--- src/rtl/ez8_pkg.sv ---
// ez8 shared package: loader FSM state encoding and default widths.
// RDBK/CMP states are present only when MEM_LOADER_VERIFY_EN is defined.
package ez8_pkg;

  localparam int EZ8_ADDR_W = 8;
  localparam int EZ8_DATA_W = 8;

  typedef enum logic [2:0] {
    S_IDLE,
    S_RECV,
    S_WRITE,
`ifdef MEM_LOADER_VERIFY_EN
    S_RDBK,
    S_CMP,
`endif
    S_FIN
  } ld_state_t;

endpackage

--- src/rtl/mem_loader.sv ---
// Stream-to-memory loader: one byte per RECV/WRITE pair.
// Optional write-readback verify enabled by MEM_LOADER_VERIFY_EN.
module mem_loader
  import ez8_pkg::*;
#(
  parameter int ADDR_WIDTH = EZ8_ADDR_W,
  parameter int DATA_WIDTH = EZ8_DATA_W
) (
  input  logic                  clk,
  input  logic                  reset_n,
  input  logic                  start,
  input  logic [ADDR_WIDTH-1:0] base_addr,
  input  logic [ADDR_WIDTH-1:0] length,
  input  logic [DATA_WIDTH-1:0] in_data,
  input  logic                  in_valid,
  output logic                  in_ready,
  output logic [ADDR_WIDTH-1:0] writeaddr,
  output logic [DATA_WIDTH-1:0] writedata,
  output logic                  mem_write,
  output logic [ADDR_WIDTH-1:0] readaddr,
  input  logic [DATA_WIDTH-1:0] readdata,
  output logic                  busy,
  output logic                  done,
  output logic                  error,
  output logic [ADDR_WIDTH-1:0] count
);

  localparam int RW = ADDR_WIDTH + 1;

  ld_state_t             state_q;
  ld_state_t             state_d;
  logic [ADDR_WIDTH-1:0] addr_q;
  logic [ADDR_WIDTH-1:0] count_q;
  logic [DATA_WIDTH-1:0] data_q;
  logic [RW-1:0]         rem_q;
  logic                  accept;
  logic                  last;

  assign accept = (state_q == S_RECV) && in_valid;
  assign last   = (rem_q == RW'(1));

  assign in_ready  = (state_q == S_RECV);
  assign mem_write = (state_q == S_WRITE);
  assign busy      = (state_q != S_IDLE);
  assign done      = (state_q == S_FIN);
  assign writeaddr = addr_q;
  assign writedata = data_q;
  assign count     = count_q;

`ifdef MEM_LOADER_VERIFY_EN
  logic [ADDR_WIDTH-1:0] rdaddr_q;
  logic                  err_q;
  logic                  match;

  assign match    = (readdata == data_q);
  assign readaddr = rdaddr_q;
  assign error    = err_q;
`else
  logic unused_readdata;

  assign unused_readdata = ^readdata;
  assign readaddr        = '0;
  assign error           = 1'b0;
`endif

  always_comb begin
    state_d = state_q;
    unique case (state_q)
      S_IDLE:  if (start) state_d = S_RECV;
      S_RECV:  if (in_valid) state_d = S_WRITE;
`ifdef MEM_LOADER_VERIFY_EN
      S_WRITE: state_d = S_RDBK;
      S_RDBK:  state_d = S_CMP;
      S_CMP: begin
        // a mismatch aborts the rest of the load
        if (!match || rem_q == '0) state_d = S_FIN;
        else state_d = S_RECV;
      end
`else
      S_WRITE: state_d = last ? S_FIN : S_RECV;
`endif
      S_FIN:   state_d = S_IDLE;
      default: state_d = S_IDLE;
    endcase
  end

  always_ff @(posedge clk or negedge reset_n) begin
    if (!reset_n) begin
      state_q <= S_IDLE;
      addr_q  <= '0;
      count_q <= '0;
      data_q  <= '0;
      rem_q   <= '0;
    end else begin
      state_q <= state_d;
      if (state_q == S_IDLE && start) begin
        addr_q  <= base_addr;
        count_q <= '0;
        // zero length encodes a full 2^ADDR_WIDTH load
        rem_q   <= (length == '0) ? {1'b1, {ADDR_WIDTH{1'b0}}}
                                  : {1'b0, length};
      end
      if (accept) data_q <= in_data;
      if (state_q == S_WRITE) begin
        addr_q  <= addr_q + ADDR_WIDTH'(1);
        count_q <= count_q + ADDR_WIDTH'(1);
        rem_q   <= rem_q - RW'(1);
      end
    end
  end

`ifdef MEM_LOADER_VERIFY_EN
  always_ff @(posedge clk or negedge reset_n) begin
    if (!reset_n) begin
      rdaddr_q <= '0;
      err_q    <= 1'b0;
    end else begin
      if (state_q == S_IDLE && start) err_q <= 1'b0;
      if (state_q == S_WRITE) rdaddr_q <= addr_q;
      if (state_q == S_CMP && !match) err_q <= 1'b1;
    end
  end
`endif

endmodule

--- config.mk ---
export PLATFORM = sky130hd
export DESIGN_NAME = mem_loader
export DESIGN_NICKNAME = d
export VERILOG_FILES = /design/src/rtl/ez8_pkg.sv /design/src/rtl/mem_loader.sv
export SDC_FILE = /design/constraint.sdc
export NUM_CORES = 1
export LEC_CHECK = 0
export CORE_MARGIN = 2
export CORE_UTILIZATION = 44
export DETAILED_ROUTE_END_ITERATION = 16
export GPL_TIMING_DRIVEN = 0
export PLACE_DENSITY = 0.8
export SLEW_MARGIN = 20
export SYNTH_ARGS = -nofsm -noshare
export SYNTH_HDL_FRONTEND = slang
export SYNTH_SLANG_ARGS = --single-unit
--- constraint.sdc ---
create_clock -name clk -period 1.8 [get_ports clk]
set_input_delay 0.27 -clock clk [delete_from_list [all_inputs] [get_ports clk]]
set_output_delay 0.27 -clock clk [all_outputs]
set_load 0.02 [all_outputs]
# == After elaboration in Yosys (flattened, before gate mapping) ==
# Cells that the tools add are included.
# totals
reg_bits,36
in_bits,36
output_inout_bits,37
elab_cells,32
# classes
addsub,3
n_eq_ne,6
mux,11
n_reduce_logical,7
# op_table
cell,n
8-bit 2-to-1 mux,4
9-bit 2-to-1 mux,3
"8-bit by 1-bit adder with 8-bit output, second input constant",2
"9-bit by 1-bit == test with 1-bit output, second input constant",1
3-bit one-hot mux with 3 select lines,1
"9-bit by 1-bit subtractor with 9-bit output, second input constant",1
8-bit logical NOT,1
"3-bit by 2-bit == test with 1-bit output, second input constant",2
3-bit 2-to-1 mux,2
"2-bit inequality test, second input constant",2
"3-bit by 1-bit == test with 1-bit output, second input constant",1
3-bit logical NOT,1
3-bit nonzero test,1
1-bit logical AND,2
2-bit 2-to-1 mux,1
2-bit AND reduction,1
2-bit nonzero test,1

# == Depth between registers and ports, before layout ==
# logic_depth
ltp_word,4
ltp_mapped,6
depth_no_buf,5

# == Worst setup path before layout ==
# OpenSTA, ideal clock, no wires.
# synth_timing
path_kind,reg2reg
start,register rem_q[2]
end,register rem_q[7]
setup_ps,69
arrival_time_ps,1566
required_ps,1731
path_slack_ps,164
path_stages_with_launch,5
path_buffers,1
synth_period_minus_slack_ps,1636
cell_sequence,dfrtp_1 or4_1 buf_2 or4_1 nand3_1
# synth_via
elab_chain_cells,2
# synth_lines
item,line,source
"start, declared",mem_loader.sv:35,logic [RW-1:0] rem_q;
"start signal, assigned",mem_loader.sv:100,"rem_q <= (length == '0) ? {1'b1, {ADDR_WIDTH{1'b0}}}"
"start signal, assigned",mem_loader.sv:107,rem_q <= rem_q - RW'(1);
9-bit by 1-bit subtractor with 9-bit output,mem_loader.sv:107,
9-bit 2-to-1 mux,mem_loader.sv:104,if (state_q == S_WRITE) begin
# No other way between the ends.
# A chain may end at the register's enable or synchronous reset.

# == Final worst setup path ==
# layout_timing
start,register state_q[0]
end,output port done
# layout_via
elab_chain_cells,1
# layout_lines
item,line,source
"start, declared",mem_loader.sv:30,ld_state_t state_q;
"start signal, assigned",mem_loader.sv:95,state_q <= state_d;
3-bit by 2-bit == test with 1-bit output,mem_loader.sv:45,assign done = (state_q == S_FIN);
"end, declared",mem_loader.sv:23,"output logic done,"
# No other way between the ends.

==> flow_summary_export.csv <==
group,metric,value,unit
run_status,outcome,"finished, final reports clean",
synth,synth_cells,198,
flow_run,drv_cap,0,
floorplan,core,0.00432,sq mm
sta,finalSetupTns,0,ps
cts,cts_max_path_buffers,2,
synth,synth_top_cell_area_share,44.6,%
routing,dr.pass1.iters,4,
cts,cts_tree,"done",
sta,hold_violations,0,
critical_path,path_class,"flip-flop to primary output",
grt,grt_pass1_wl,8.83,mm
critical_path,rr_worst_depth,5,
critical_path,crit_fanout,10,
sta,setup_viol,0,
pwr,peakVddDrop,0.949,mV
floorplan,die_area,0.00501,sq mm
floorplan,die_width,70.8,um
critical_path,cp-start-kind,"flip-flop",
synth,avgSynthCellArea,9.92,sq um
cts,worstSkewPairLatency,300,ps
critical_path,reg2reg_to,"rem_q[8]",
routing,via_per_inst,5.84,
critical_path,r2r_slack,70,ps
cts,cts_buffers,5,
cts,clk_pin_slew,80,ps
sta,timing.fmax,0.569,GHz
finish,antennaDiodeCount,0,
routing,vias,1892,
critical_path,critPathCapture,"done",
sta,tightest_slew,576,ps
critical_path,crit_slowest_cell,"dfrtp_2",
synth,ys.warnings.count,0,
synth,yosys.area_share.simple,19.9,%
critical_path,crit_start,"state_q[0]",
critical_path,arrival,1490,ps
finish,multi_input_comb_area,982,sq um
place,place_hpwl,3.65,mm
grt,overflow,0,
finish,drive_gt1_share,19.9,%
synth,synth_compound_area_share,18.5,%
sta,slew_violations,0,
sta,fin_crit,1760,ps
sta,relSlewSlack,61.5,%
cts,h-tree-depth,2,
synth,synth_ff_type,"dfrtp_1",
sta,post-route-period-util,97.6,%
synth,async_flop_share,100,%
floorplan,initial_utilization,45.4,%
routing,postRouteWirelength,5.34,mm
critical_path,critPathMaxStageDelay,480,ps
finish,layout_common_cells,"clkdlybuf4s50_1, dfrtp_1, nand2_1",
synth,synth_area,0.00196,sq mm
synth,synth_mux_area_share,7.13,%
grt,grt_use_total,22.3,%
synth,synth_edf_count,0,
critical_path,r2r_start,"rem_q[1]",
routing,wl_per_cell,16.5,um
sta,rsz0062_at_grt,"yes",
finish,synthToLayoutAreaGrowth,43.4,%
critical_path,crit_chain,"buf_8, clkinv_2, nor2_1, clkdlybuf4s15_2",
synth,synth_fa_ha_area_share,2.55,%
finish,n_fill_cell,358,
synth,yosys.area.top_type,"dfrtp_1",
place,portBuffers,55,
routing,ant_nets,0,
pwr,p_leak,1.22,nW
cts,clock_sinks,35,
synth,netlist_top_cells_area,"dfrtp_1, mux2_2, buf_4",
routing,drt_iter0_drc,153,
synth,synth_top_family_by_area,"simple AND/OR/NAND/NOR gates",
critical_path,end_kind,"primary output",
sta,skew,5.78,ps
floorplan,placementRows,24,
finish,layout.nets,311,
synth,synthXorXnorAreaFrac,0,%
floorplan,io_pins,73,
place,pre_cts_ws,-643,ps
floorplan,die_h,70.8,um
grt,grt_max_degree,27,
sta,fin_ws,42.7,ps
grt,grt_antenna_before_repair,0,
finish,regArea,878,sq um
synth,synth-seq-cells,35,
critical_path,required,1530,ps
finish,mostFrequentLayoutCell,"clkdlybuf4s50_1",
grt,grt_pass1_vias,1829,
pwr,p_per_area,1570,mW/mm^2
synth,ys_seq_area_share,44.6,%
min_path,hp-class,"input port to async pin",
pwr,p_total,4.42,mW
place,gp_congestion,0.926,
cts,cts-root-buf,"clkbuf_8",
routing,drc,0,
synth,ys_types,52,
## timing repair
action	4_1_cts	5_1_grt
endpoints found under the setup margin	10	9
hold buffers	1	0
resized for setup	24	12
setup buffers	0	3
hold endpoints to repair	9	0
## cell families (layout without fill, tap and decap cells)
kind of cell    after synthesis  after routing
buf+inv                      28             94
flops                        35             35
fa+ha+maj                     4              4
mux                          13             13
compound gates               51             51
simple gates                 66             66
other cells                   1              9
## metrics by stage
stage | hold WS, ps | util [%] | area [sq um] | std cells
finish | 369 | 65.1 | 2820 | 324
global route | 388 | 65.1 | 2820 | 324
CTS | 385 | 64.6 | 2790 | 322
detailed placement | 159 | 60.7 | 2630 | 314
global placement | 460 | 60.4 | 2610 | 313
floorplan | -25.6 | - | 1990 | 206
## worst min-delay path by stage
stage / start / endpoint / slack, ps / depth (start not counted)
floorplan: reset_n / count[0] / -30 / 0
global placement: count[7] / count[7] / 460 / 1
detailed placement: reset_n / count[5] / 160 / 1
CTS: reset_n / count[5] / 380 / 2
global route: reset_n / count[5] / 390 / 2
finish: reset_n / count[5] / 370 / 2
## per-layer routing
metal	wire length, um	GRT usage [%]	vias to the layer above
li1	-	-	875
met1	2230	30.1	898
met2	2540	34.6	102
met3	438	5.27	17
met4	137	9.43	0
met5	0	0	-
## worst max-delay path: cells and delay by family, from the launching register on
family	cells	cell delay, ps
buffers and inverters	3	570
DFF	1	480
and+or+nand+nor	1	140
## cell usage after synthesis, types with 2 or more instances
| master | n |
|---|---|
| buf_2 | 2 |
| o22a_1 | 2 |
| mux2_2 | 8 |
| o32ai_1 | 3 |
| or3b_2 | 2 |
| a31oi_1 | 3 |
| mux2i_1 | 5 |
| nand3_1 | 6 |
| a21o_1 | 2 |
| nor2_1 | 4 |
| nor3b_1 | 4 |
| inv_1 | 6 |
| o21ai_0 | 8 |
| a21oi_1 | 6 |
| o211ai_1 | 5 |
| nor2b_1 | 4 |
| or2_2 | 2 |
| nor3_1 | 3 |
| o31ai_1 | 2 |
| and3_1 | 4 |
| nand4b_1 | 2 |
| dfrtp_1 | 35 |
| o22ai_1 | 4 |
| a22oi_1 | 2 |
| a32oi_1 | 2 |
| ha_1 | 4 |
| nand2b_1 | 2 |
| nand4_1 | 5 |
| clkinv_1 | 3 |
| nand2_1 | 16 |
| buf_4 | 9 |
| nor4_1 | 2 |
| o311ai_0 | 2 |
| clkbuf_1 | 8 |
| or4_1 | 4 |
## layout make-up
type / instances / area share, %
Timing Repair Buffer: 60 / 20.9
Buffer: 17 / 4.44
Tap cell: 52 / 2.31
Inverter: 9 / 1.60
Multi-Input combinational cell: 143 / 34.9
Clock buffer: 6 / 2.58
Sequential cell: 35 / 31.2
Clock inverter: 2 / 2.13
## flip-flops by register name, summed over array words and instances, names as in the netlist
name,flops
count,8
rem_q,9
state_q,2
writeaddr,8
writedata,8
## where the power goes
part           total [mW]  switching, mW  leakage (nW)  internal, mW
combinational        2.11           1.10         0.725          1.01
sequential           1.45          0.355         0.429          1.09
clock               0.854          0.300        0.0654         0.554
Power figures use the tool's default switching activity.
